### src/rtl/time_counter.sv
// time_counter: BCD seconds/minutes/hours timekeeping datapath.
// Counts from a 1 Hz enable pulse. Accepts the SECCLR, MININC and HOURINC
// adjust commands from the mode controller. All outputs are registered.
//
// Optional build macro CLOCK12_EN selects 12-hour counting with a PM flag.
// HOUR then runs 12, 01 .. 11, and PM toggles on every step out of 11.
// Without the macro the counter is 24-hour (00..23) and PM is tied low.
//
// Handshake: none. Every input is a level sampled at each rising CLK edge,
// and its effect is visible on the outputs right after that edge.
// A level held for N cycles therefore acts N times.
module time_counter #(
  parameter logic [7:0] HOUR_INIT = 8'h00,
  parameter logic [7:0] MIN_INIT  = 8'h00
) (
  input  logic       CLK,
  input  logic       RST,
  input  logic       EN1HZ,
  input  logic       SECCLR,
  input  logic       MININC,
  input  logic       HOURINC,
  output logic [7:0] SEC,
  output logic [7:0] MIN,
  output logic [7:0] HOUR,
  output logic       HOURCARRY,
  output logic       PM
);

`ifdef CLOCK12_EN
  // 12-hour dials have no hour zero, so an all-zero init means 12.
  localparam logic [7:0] HOUR_RST = (HOUR_INIT == 8'h00) ? 8'h12 : HOUR_INIT;
`else
  localparam logic [7:0] HOUR_RST = HOUR_INIT;
`endif

  // ------------------------------------------------------------------
  // BCD step helpers. Each helper takes the present value and returns
  // the value after one step. Any illegal encoding (a units digit above
  // 9, or a value beyond the field range) goes to the field's first
  // legal value. The carry logic further down compares against the exact
  // top value, so a wrap caused this way can never raise a carry.
  // ------------------------------------------------------------------

  // Modulo-60 step, shared by seconds and minutes.
  function automatic logic [7:0] bcd60_inc(input logic [7:0] v);
    logic [7:0] r;
    if (v[3:0] > 4'd9 || v[7:4] > 4'd5) begin
      r = 8'h00;
    end else if (v[3:0] == 4'd9) begin
      if (v[7:4] == 4'd5) r = 8'h00;
      else                r = {v[7:4] + 4'd1, 4'd0};
    end else begin
      r = {v[7:4], v[3:0] + 4'd1};
    end
    return r;
  endfunction

`ifdef CLOCK12_EN
  // 12-hour step: 12 -> 01 -> ... -> 11 -> 12. Anything else goes to 01.
  function automatic logic [7:0] hour12_inc(input logic [7:0] v);
    logic [7:0] r;
    logic       legal;
    legal = ((v[7:4] == 4'd0) && (v[3:0] >= 4'd1) && (v[3:0] <= 4'd9)) ||
            ((v[7:4] == 4'd1) && (v[3:0] <= 4'd2));
    if (!legal)              r = 8'h01;
    else if (v == 8'h12)     r = 8'h01;
    else if (v == 8'h09)     r = 8'h10;
    else                     r = {v[7:4], v[3:0] + 4'd1};
    return r;
  endfunction
`else
  // 24-hour step: 00 .. 23 -> 00. Anything out of range goes to 00.
  function automatic logic [7:0] hour24_inc(input logic [7:0] v);
    logic [7:0] r;
    logic       legal;
    legal = (v[3:0] <= 4'd9) && (v[7:4] <= 4'd2) &&
            !((v[7:4] == 4'd2) && (v[3:0] > 4'd3));
    if (!legal)               r = 8'h00;
    else if (v == 8'h23)      r = 8'h00;
    else if (v[3:0] == 4'd9)  r = {v[7:4] + 4'd1, 4'd0};
    else                      r = {v[7:4], v[3:0] + 4'd1};
    return r;
  endfunction
`endif

  // ------------------------------------------------------------------
  // Next-state datapath
  // ------------------------------------------------------------------
  logic [7:0] sec_next;
  logic [7:0] min_next;
  logic [7:0] hour_next;
  logic       seccarry;
  logic       minstep;
  logic       mincarry;
  logic       hourstep;
  logic       pm_next;

  // Seconds: a clear wins over counting and swallows the carry into minutes.
  always_comb begin
    sec_next = SEC;
    seccarry = 1'b0;
    if (SECCLR) begin
      sec_next = 8'h00;
    end else if (EN1HZ) begin
      sec_next = bcd60_inc(SEC);
      seccarry = (SEC == 8'h59);
    end
  end

  // Minutes: the natural carry and the adjust pulse OR into a single step.
  // Only a carry-sourced wrap passes a carry on to the hours.
  always_comb begin
    min_next = MIN;
    minstep  = seccarry | MININC;
    mincarry = 1'b0;
    if (minstep) begin
      min_next = bcd60_inc(MIN);
      mincarry = seccarry && (MIN == 8'h59);
    end
  end

  // Hours: one step for either source. In 12-hour mode, leaving 11 flips PM.
  always_comb begin
    hour_next = HOUR;
    hourstep  = mincarry | HOURINC;
    pm_next   = 1'b0;
`ifdef CLOCK12_EN
    pm_next = PM;
    if (hourstep) begin
      hour_next = hour12_inc(HOUR);
      if (HOUR == 8'h11) pm_next = ~PM;
    end
`else
    if (hourstep) hour_next = hour24_inc(HOUR);
`endif
  end

  // ------------------------------------------------------------------
  // State registers. Reset takes priority over any step, including a
  // full rollover in the same cycle, so HOURCARRY is also cleared then.
  // ------------------------------------------------------------------

  // Time-of-day registers and the natural-carry hour pulse.
  always_ff @(posedge CLK) begin
    if (!RST) begin
      SEC       <= 8'h00;
      MIN       <= MIN_INIT;
      HOUR      <= HOUR_RST;
      HOURCARRY <= 1'b0;
    end else begin
      SEC       <= sec_next;
      MIN       <= min_next;
      HOUR      <= hour_next;
      HOURCARRY <= mincarry;
    end
  end

`ifdef CLOCK12_EN
  // Meridiem flag register.
  always_ff @(posedge CLK) begin
    if (!RST) PM <= 1'b0;
    else      PM <= pm_next;
  end
`else
  // 24-hour build: the meridiem flag is not used.
  assign PM = 1'b0;
`endif

endmodule

### config.mk
export PLATFORM = sky130hd
export DESIGN_NAME = time_counter
export DESIGN_NICKNAME = d
export VERILOG_FILES = /design/src/rtl/time_counter.sv
export SDC_FILE = /design/constraint.sdc
export NUM_CORES = 1
export LEC_CHECK = 0
export CAP_MARGIN = 20
export CORE_ASPECT_RATIO = 2
export CORE_MARGIN = 8
export CORE_UTILIZATION = 53
export CTS_CLUSTER_SIZE = 30
export DETAILED_ROUTE_END_ITERATION = 16
export GPL_TIMING_DRIVEN = 0
export PLACE_DENSITY = 0.92
export SLEW_MARGIN = 20
export SYNTH_ARGS = -nofsm -noshare
export SYNTH_HDL_FRONTEND = slang
export SYNTH_SLANG_ARGS = --single-unit
### constraint.sdc
create_clock -name CLK -period 4.6 [get_ports CLK]
set_input_delay 0.69 -clock CLK [delete_from_list [all_inputs] [get_ports CLK]]
set_output_delay 0.69 -clock CLK [all_outputs]
set_load 0.03 [all_outputs]
==> run metrics, run 1 <==
status finished clean; total of max-cap violations 0; Lkg Pwr between 0.6 and 0.7 nW; # DRC 0; critical path's top delay family buffers and inverters; Crit Path Max Fanout 7; reg2reg end HOUR[0]$_SDFFE_PN0P_; worst min path class register to register; max_slew headroom 64.5%; Diodes inserted 0; Avg WL per Cell about 16 µm; Final min period 2.19 ns; Synth area leaders dfxtp_1, nand2_1, a21oi_1, o21ai_0, nor2_1; switching power total just over 100 µW; fmax 0.457 GHz; Final Cycle Share between 40% and 50%; DRT iter0 DRCs 36; post-route ant nets 0; Die Area 4650 µm²; Core Region ~2500 µm²; Slew @ Worst Pin about 0.53 ns; Max IR drop VDD around 220 µV; CP endpoint MIN[5]; Post-CTS Setup Bufs 0; GRT overflow 0; Die H 88.8 µm; port bufs 30; Seq pwr share a little under three fifths; R2R depth 7; Primary FF master, synth dfxtp_1; Layout Utilization 70.4%; most frequent cell after synthesis dfxtp_1; CTS Buf Count 3; CTS tree done; crit-path cells clkdlybuf4s50_1; FF-to-FF setup slack between 2 and 3 ns; Sw Ratio about a quarter; htree depth 1; # hold bufs at CTS 0; I/O pin total 32; DR vias/cell 6.21; Fin Setup TNS 0 ns; Final Hold Vio Count 0; cells after synthesis about 170; Internal about 300 µW; Post-synth top cells dfxtp_1, nand2_1, a21oi_1, nor2_1, o21ai_0; die width 52.4 µm; DP HPWL between 2 and 3 mm; RePlAce Congestion a little over 0.8; Synth Cell Area about 1400 µm²; Clock Sinks 25; Yosys warnings 0; nets 210; worst skew pair latency 0.27 ns; crit path from MIN[5]$_SDFFE_PN0P_; final setup vio count 0; Async SR Flop Fraction 0%; Hold Path Stages 2; post-CTS sizing 0; vias in the first global route around 1,400; Area Growth Syn to Fin 27.1%; sequential share of the synthesized area between 30% and 40%; Worst Path Required roughly 3.9 ns; routed via count roughly 1,400; syn_area_per_cell between 8 and 9 µm²; drt total wl about 3.7 mm; FF-to-FF Start HOUR[4]$_SDFFE_PN0P_; power per cell area 226 nW/µm²; clk_skew between 0.003 and 0.004 ns; RSZ-0062 raised after global routing false; 1st-pass router iterations 4; worst path bufs/invs 1; share of the synthesized area in the top cell type between 30% and 40%; Synth Register Bits 25; Comb pwr share 11.7%; syn_nets 175; clock tree buffer depth 2; max-slew violation count 0; Initial Utilization between 50 and 60%; total global-route track usage between 10% and 20%; CP startpoint kind register; crit path kind register to primary output; first-pass GRT wire length around 6.1 mm; Crit path arrival time approximately 1.5 ns; FP Rows 26; layout cell share with drive strength beyond 1 ~10%; critical path capture point type primary output; Worst path max stage delay 0.74 ns; Yosys top cell by area dfxtp_1; clock slew at reported path FFs approximately 0.08 ns; Worst path slowest cell clkdlybuf4s50_1; Post-synth EDFFs 0; CP Depth 1; CTS Root Cell clkbuf_8; initial antenna violation count 0; post-synth cell types 46; largest net degree at the start of global routing 14; Clk pwr share 32.5%
## sequential cells by signal, indices dropped and copies added, names as in the netlist
name and cells:
HOUR 8, MIN 8, SEC 8, HOURCARRY 1
## how the worst min path moves through the flow
| stage | startpoint | endpoint | slack [ns] |
|---|---|---|---|
| after CTS | HOUR[7]$_SDFFE_PN0P_ | HOUR[7]$_SDFFE_PN0P_ | 0.49 |
| after detailed placement | HOUR[7]$_SDFFE_PN0P_ | HOUR[7]$_SDFFE_PN0P_ | 0.48 |
| after global placement | HOUR[7]$_SDFFE_PN0P_ | HOUR[7]$_SDFFE_PN0P_ | 0.47 |
| after global routing | HOUR[7]$_SDFFE_PN0P_ | HOUR[7]$_SDFFE_PN0P_ | 0.53 |
| after floorplan | HOUR[7]$_SDFFE_PN0P_ | HOUR[7]$_SDFFE_PN0P_ | 0.59 |
| final | HOUR[7]$_SDFFE_PN0P_ | HOUR[7]$_SDFFE_PN0P_ | 0.49 |
## power groups by stage
stage | clock network (mW) | logic [mW] | registers [mW]
global route | 0.144 | 0.0509 | 0.226
floorplan | 0 | 0.0222 | 0.236
CTS | 0.134 | 0.0470 | 0.225
global placement | 0 | 0.0455 | 0.230
detailed placement | 0 | 0.0469 | 0.230
finish | 0.131 | 0.0471 | 0.225
## final cells by class
class	instances	area [µm²]
Buffer	5	33.8
Multi-Input combinational cell	129	841
Fill cell	215	752
Timing Repair Buffer	30	300
Inverter	8	30.0
Clock buffer	4	45.0
Tap cell	28	35.0
Sequential cell	25	500
## per-layer routing
metal / GRT usage [%] / part of all wire [%] / vias to the layer above
li1: - / - / 664
met1: 15.7 / 35 / 680
met2: 30.5 / 55 / 66
met3: 4.04 / 7.5 / 11
met4: 9.00 / 2.5 / 0
met5: 0 / 0 / -
## through the flow
step	setup WS [ns]	std cells	power [mW]	hold WS [ns]	area (µm²)
final	2.41	229	0.403	0.491	1790
after global routing	2.38	229	0.420	0.532	1790
after CTS	2.40	229	0.406	0.494	1790
after detailed placement	2.32	225	0.277	0.481	1740
after global placement	2.38	225	0.275	0.473	1740
after floorplan	2.89	167	0.258	0.595	1410
## cells in the final DEF (no fill, tap or decap), types with 2 or more instances in the layout
cell type / netlist / final
dfxtp_1: 25 / 25
nor2_1: 16 / 16
clkbuf_8: 0 / 3
a31oi_1: 3 / 3
o22ai_1: 4 / 4
a21oi_1: 16 / 16
clkbuf_1: 2 / 3
nor4_4: 2 / 2
nand2b_1: 4 / 4
buf_4: 2 / 2
nor3_1: 4 / 4
o21ai_0: 16 / 16
nor2b_1: 2 / 2
nand2_1: 22 / 22
inv_1: 7 / 7
ha_1: 2 / 2
nand3_1: 6 / 6
nand4b_1: 2 / 2
a21oi_2: 2 / 2
and2_1: 3 / 3
clkdlybuf4s50_1: 0 / 30
## cells by family (layout without fill, tap and decap cells)
logic type,after synthesis,after routing,share of synthesized area [%]
mux,1,1,0.712
other cells,1,1,0.267
flops,25,25,35.6
buf+inv,13,47,4.54
fa+ha+maj,2,2,1.78
xor+xnor,2,2,1.25
simple gates,73,73,32.7
compound gates,50,50,23.2
Note: power is estimated with default switching activity, not from simulation.
==> inputs of run 2 (changes only) <==
--- a/config.mk
+++ b/config.mk
@@ -8,11 +8,11 @@
 export CAP_MARGIN = 20
 export CORE_ASPECT_RATIO = 2
 export CORE_MARGIN = 8
-export CORE_UTILIZATION = 53
+export CORE_UTILIZATION = 45
 export CTS_CLUSTER_SIZE = 30
 export DETAILED_ROUTE_END_ITERATION = 16
 export GPL_TIMING_DRIVEN = 0
-export PLACE_DENSITY = 0.92
+export PLACE_DENSITY = 0.84
 export SLEW_MARGIN = 20
 export SYNTH_ARGS = -nofsm -noshare
 export SYNTH_HDL_FRONTEND = slang
==> constraint.sdc (replaced) <==
create_clock -name CLK -period 1.9 [get_ports CLK]
set_input_delay 0.285 -clock CLK [delete_from_list [all_inputs] [get_ports CLK]]
set_output_delay 0.285 -clock CLK [all_outputs]
set_load 0.03 [all_outputs]
==> run metrics, run 2 (synthesized netlist as in run 1, its figures left out) <==
leading cell types in the layout, fill and taps excluded clkdlybuf4s50_1, dfxtp_1, nand2_1; post-route ant nets 0; clock slew at reported path FFs 0.09 ns; FF-to-FF Start HOUR[4]$_SDFFE_PN0P_; Area Growth Syn to Fin 27.2%; Hold Path Stages 2; vias in the first global route approximately 1,300; Final min period between 1.5 and 2 ns; Crit path arrival time 1.48 ns; Die Area 5270 µm²; I/O pin total 32; Multi-input gate area approximately 840 µm²; status finished clean; Die H between 90 and 100 µm; power per cell area about 540 nW/µm²; CTS tree done; Initial Utilization roughly 47%; clk_skew 0.00233 ns; Max IR drop VDD between 300 and 400 µV; max-slew violation count 0; Final Cycle Share between 90% and 100%; layout cell share with drive strength beyond 1 9.95%; Fin Setup TNS 0 ns; Final Hold Vio Count 0; CTS Root Cell clkbuf_8; # hold bufs at CTS 0; Core Region 2980 µm²; Worst path slowest cell clkdlybuf4s50_1; largest net degree at the start of global routing 14; crit-path cells clkdlybuf4s50_1; FF-to-FF setup slack roughly 0.27 ns; Worst Path Required 1.62 ns; 1st-pass router iterations 5; Filler cells 268; CP startpoint kind register; routed via count between 1,000 and 1,500; cell area after layout 1790 µm²; htree depth 1; first-pass GRT wire length roughly 5.8 mm; dpl ws between 0.01 and 0.015 ns; total power around 970 µW; DP HPWL between 2 and 3 mm; post-CTS sizing 0; nets 210; worst path bufs/invs 1; FP Rows 28; Setup WS post-layout around 0.13 ns; GRT overflow 0; # DRC 0; Hold Startpoint HOUR[7]$_SDFFE_PN0P_; Post-CTS Setup Bufs 0; Avg WL per Cell between 10 and 15 µm; worst skew pair latency roughly 0.26 ns; clock tree buffer depth 2; commonest non-fill, non-tap cell in the layout clkdlybuf4s50_1; Clock Sinks 25; Lkg Pwr 0.603 nW; die width 55.5 µm; fmax 0.566 GHz; CTS Buf Count 3; biggest regs HOUR x8, MIN x8, SEC x8; DR vias/cell around 5.8; met3 WL post-DR about 150 µm; RSZ-0062 raised after global routing false; Placed Area 1740 µm²; M1 WL roughly 1.3 mm; critical path's top delay family buffers and inverters; Diodes inserted 0; worst min path class register to register; Crit Path Max Fanout 7; placed cells between 200 and 250; total global-route track usage about an eighth; total of max-cap violations 0; Worst Hold Path EP HOUR[7]$_SDFFE_PN0P_; DRT iter0 DRCs 28; critical path capture point type primary output; R2R depth 7; initial antenna violation count 0; final setup vio count 0; port bufs 30; drt total wl approximately 3.3 mm; Worst path max stage delay between 0.7 and 0.8 ns; reg2reg end HOUR[0]$_SDFFE_PN0P_; RePlAce Congestion roughly 0.83; register area roughly 500 µm²; Post-Layout Cell Count 231; max_slew headroom between 60% and 70%; DR WL met2 about 1.8 mm; crit path kind register to primary output; Slew @ Worst Pin around 0.52 ns; highest routed metal layer met4
run 2: cell counts in the layout (fill, tap and decap cells not counted):
Identical to the previous run, type by type.
run 2: layer usage:
metal  global-route usage [%]  vias to the layer above
li1                         -                      664
met3                     2.53                        4
met1                     12.2                      645
met2                     25.5                       31
met4                     5.17                        0
met5                        0                        -
run 2: cell type report:
cell class	count	share of cell area [%]
sequential	25	28.0
clock buffer	4	2.52
tap	30	2.10
buffer	5	1.89
timing repair buffer	30	16.8
inverter	8	1.68
multi-input combinational	129	47.0
run 2: power by group:
group,internal (mW),switching (mW)
clock,0.150,0.164
combinational,0.0471,0.0659
sequential,0.532,0.0125
run 2: stage by stage:
| stage | hold slack (ns) | utilization [%] |
|---|---|---|
| after global routing | 0.531 | 60.0 |
| after floorplan | 0.438 | - |
| after detailed placement | 0.478 | 58.5 |
| final | 0.484 | 60.0 |
| after global placement | 0.475 | 58.5 |
| after CTS | 0.490 | 60.0 |
run 2: worst max-delay path by stage:
| stage | end | startpoint | cells past startpoint |
|---|---|---|---|
| 2_1_floorplan | HOUR[5]$_SDFFE_PN0P_ | HOUR[4]$_SDFFE_PN0P_ | 7 |
| 3_3_place_gp | HOUR[5]$_SDFFE_PN0P_ | SECCLR | 6 |
| 3_5_place_dp | MIN[1]$_SDFFE_PN0P_ | SECCLR | 6 |
| 4_1_cts | MIN[5] | MIN[5]$_SDFFE_PN0P_ | 1 |
| 5_1_grt | SEC[5] | SEC[5]$_SDFFE_PP0P_ | 1 |
| 6_report | MIN[5] | MIN[5]$_SDFFE_PN0P_ | 1 |
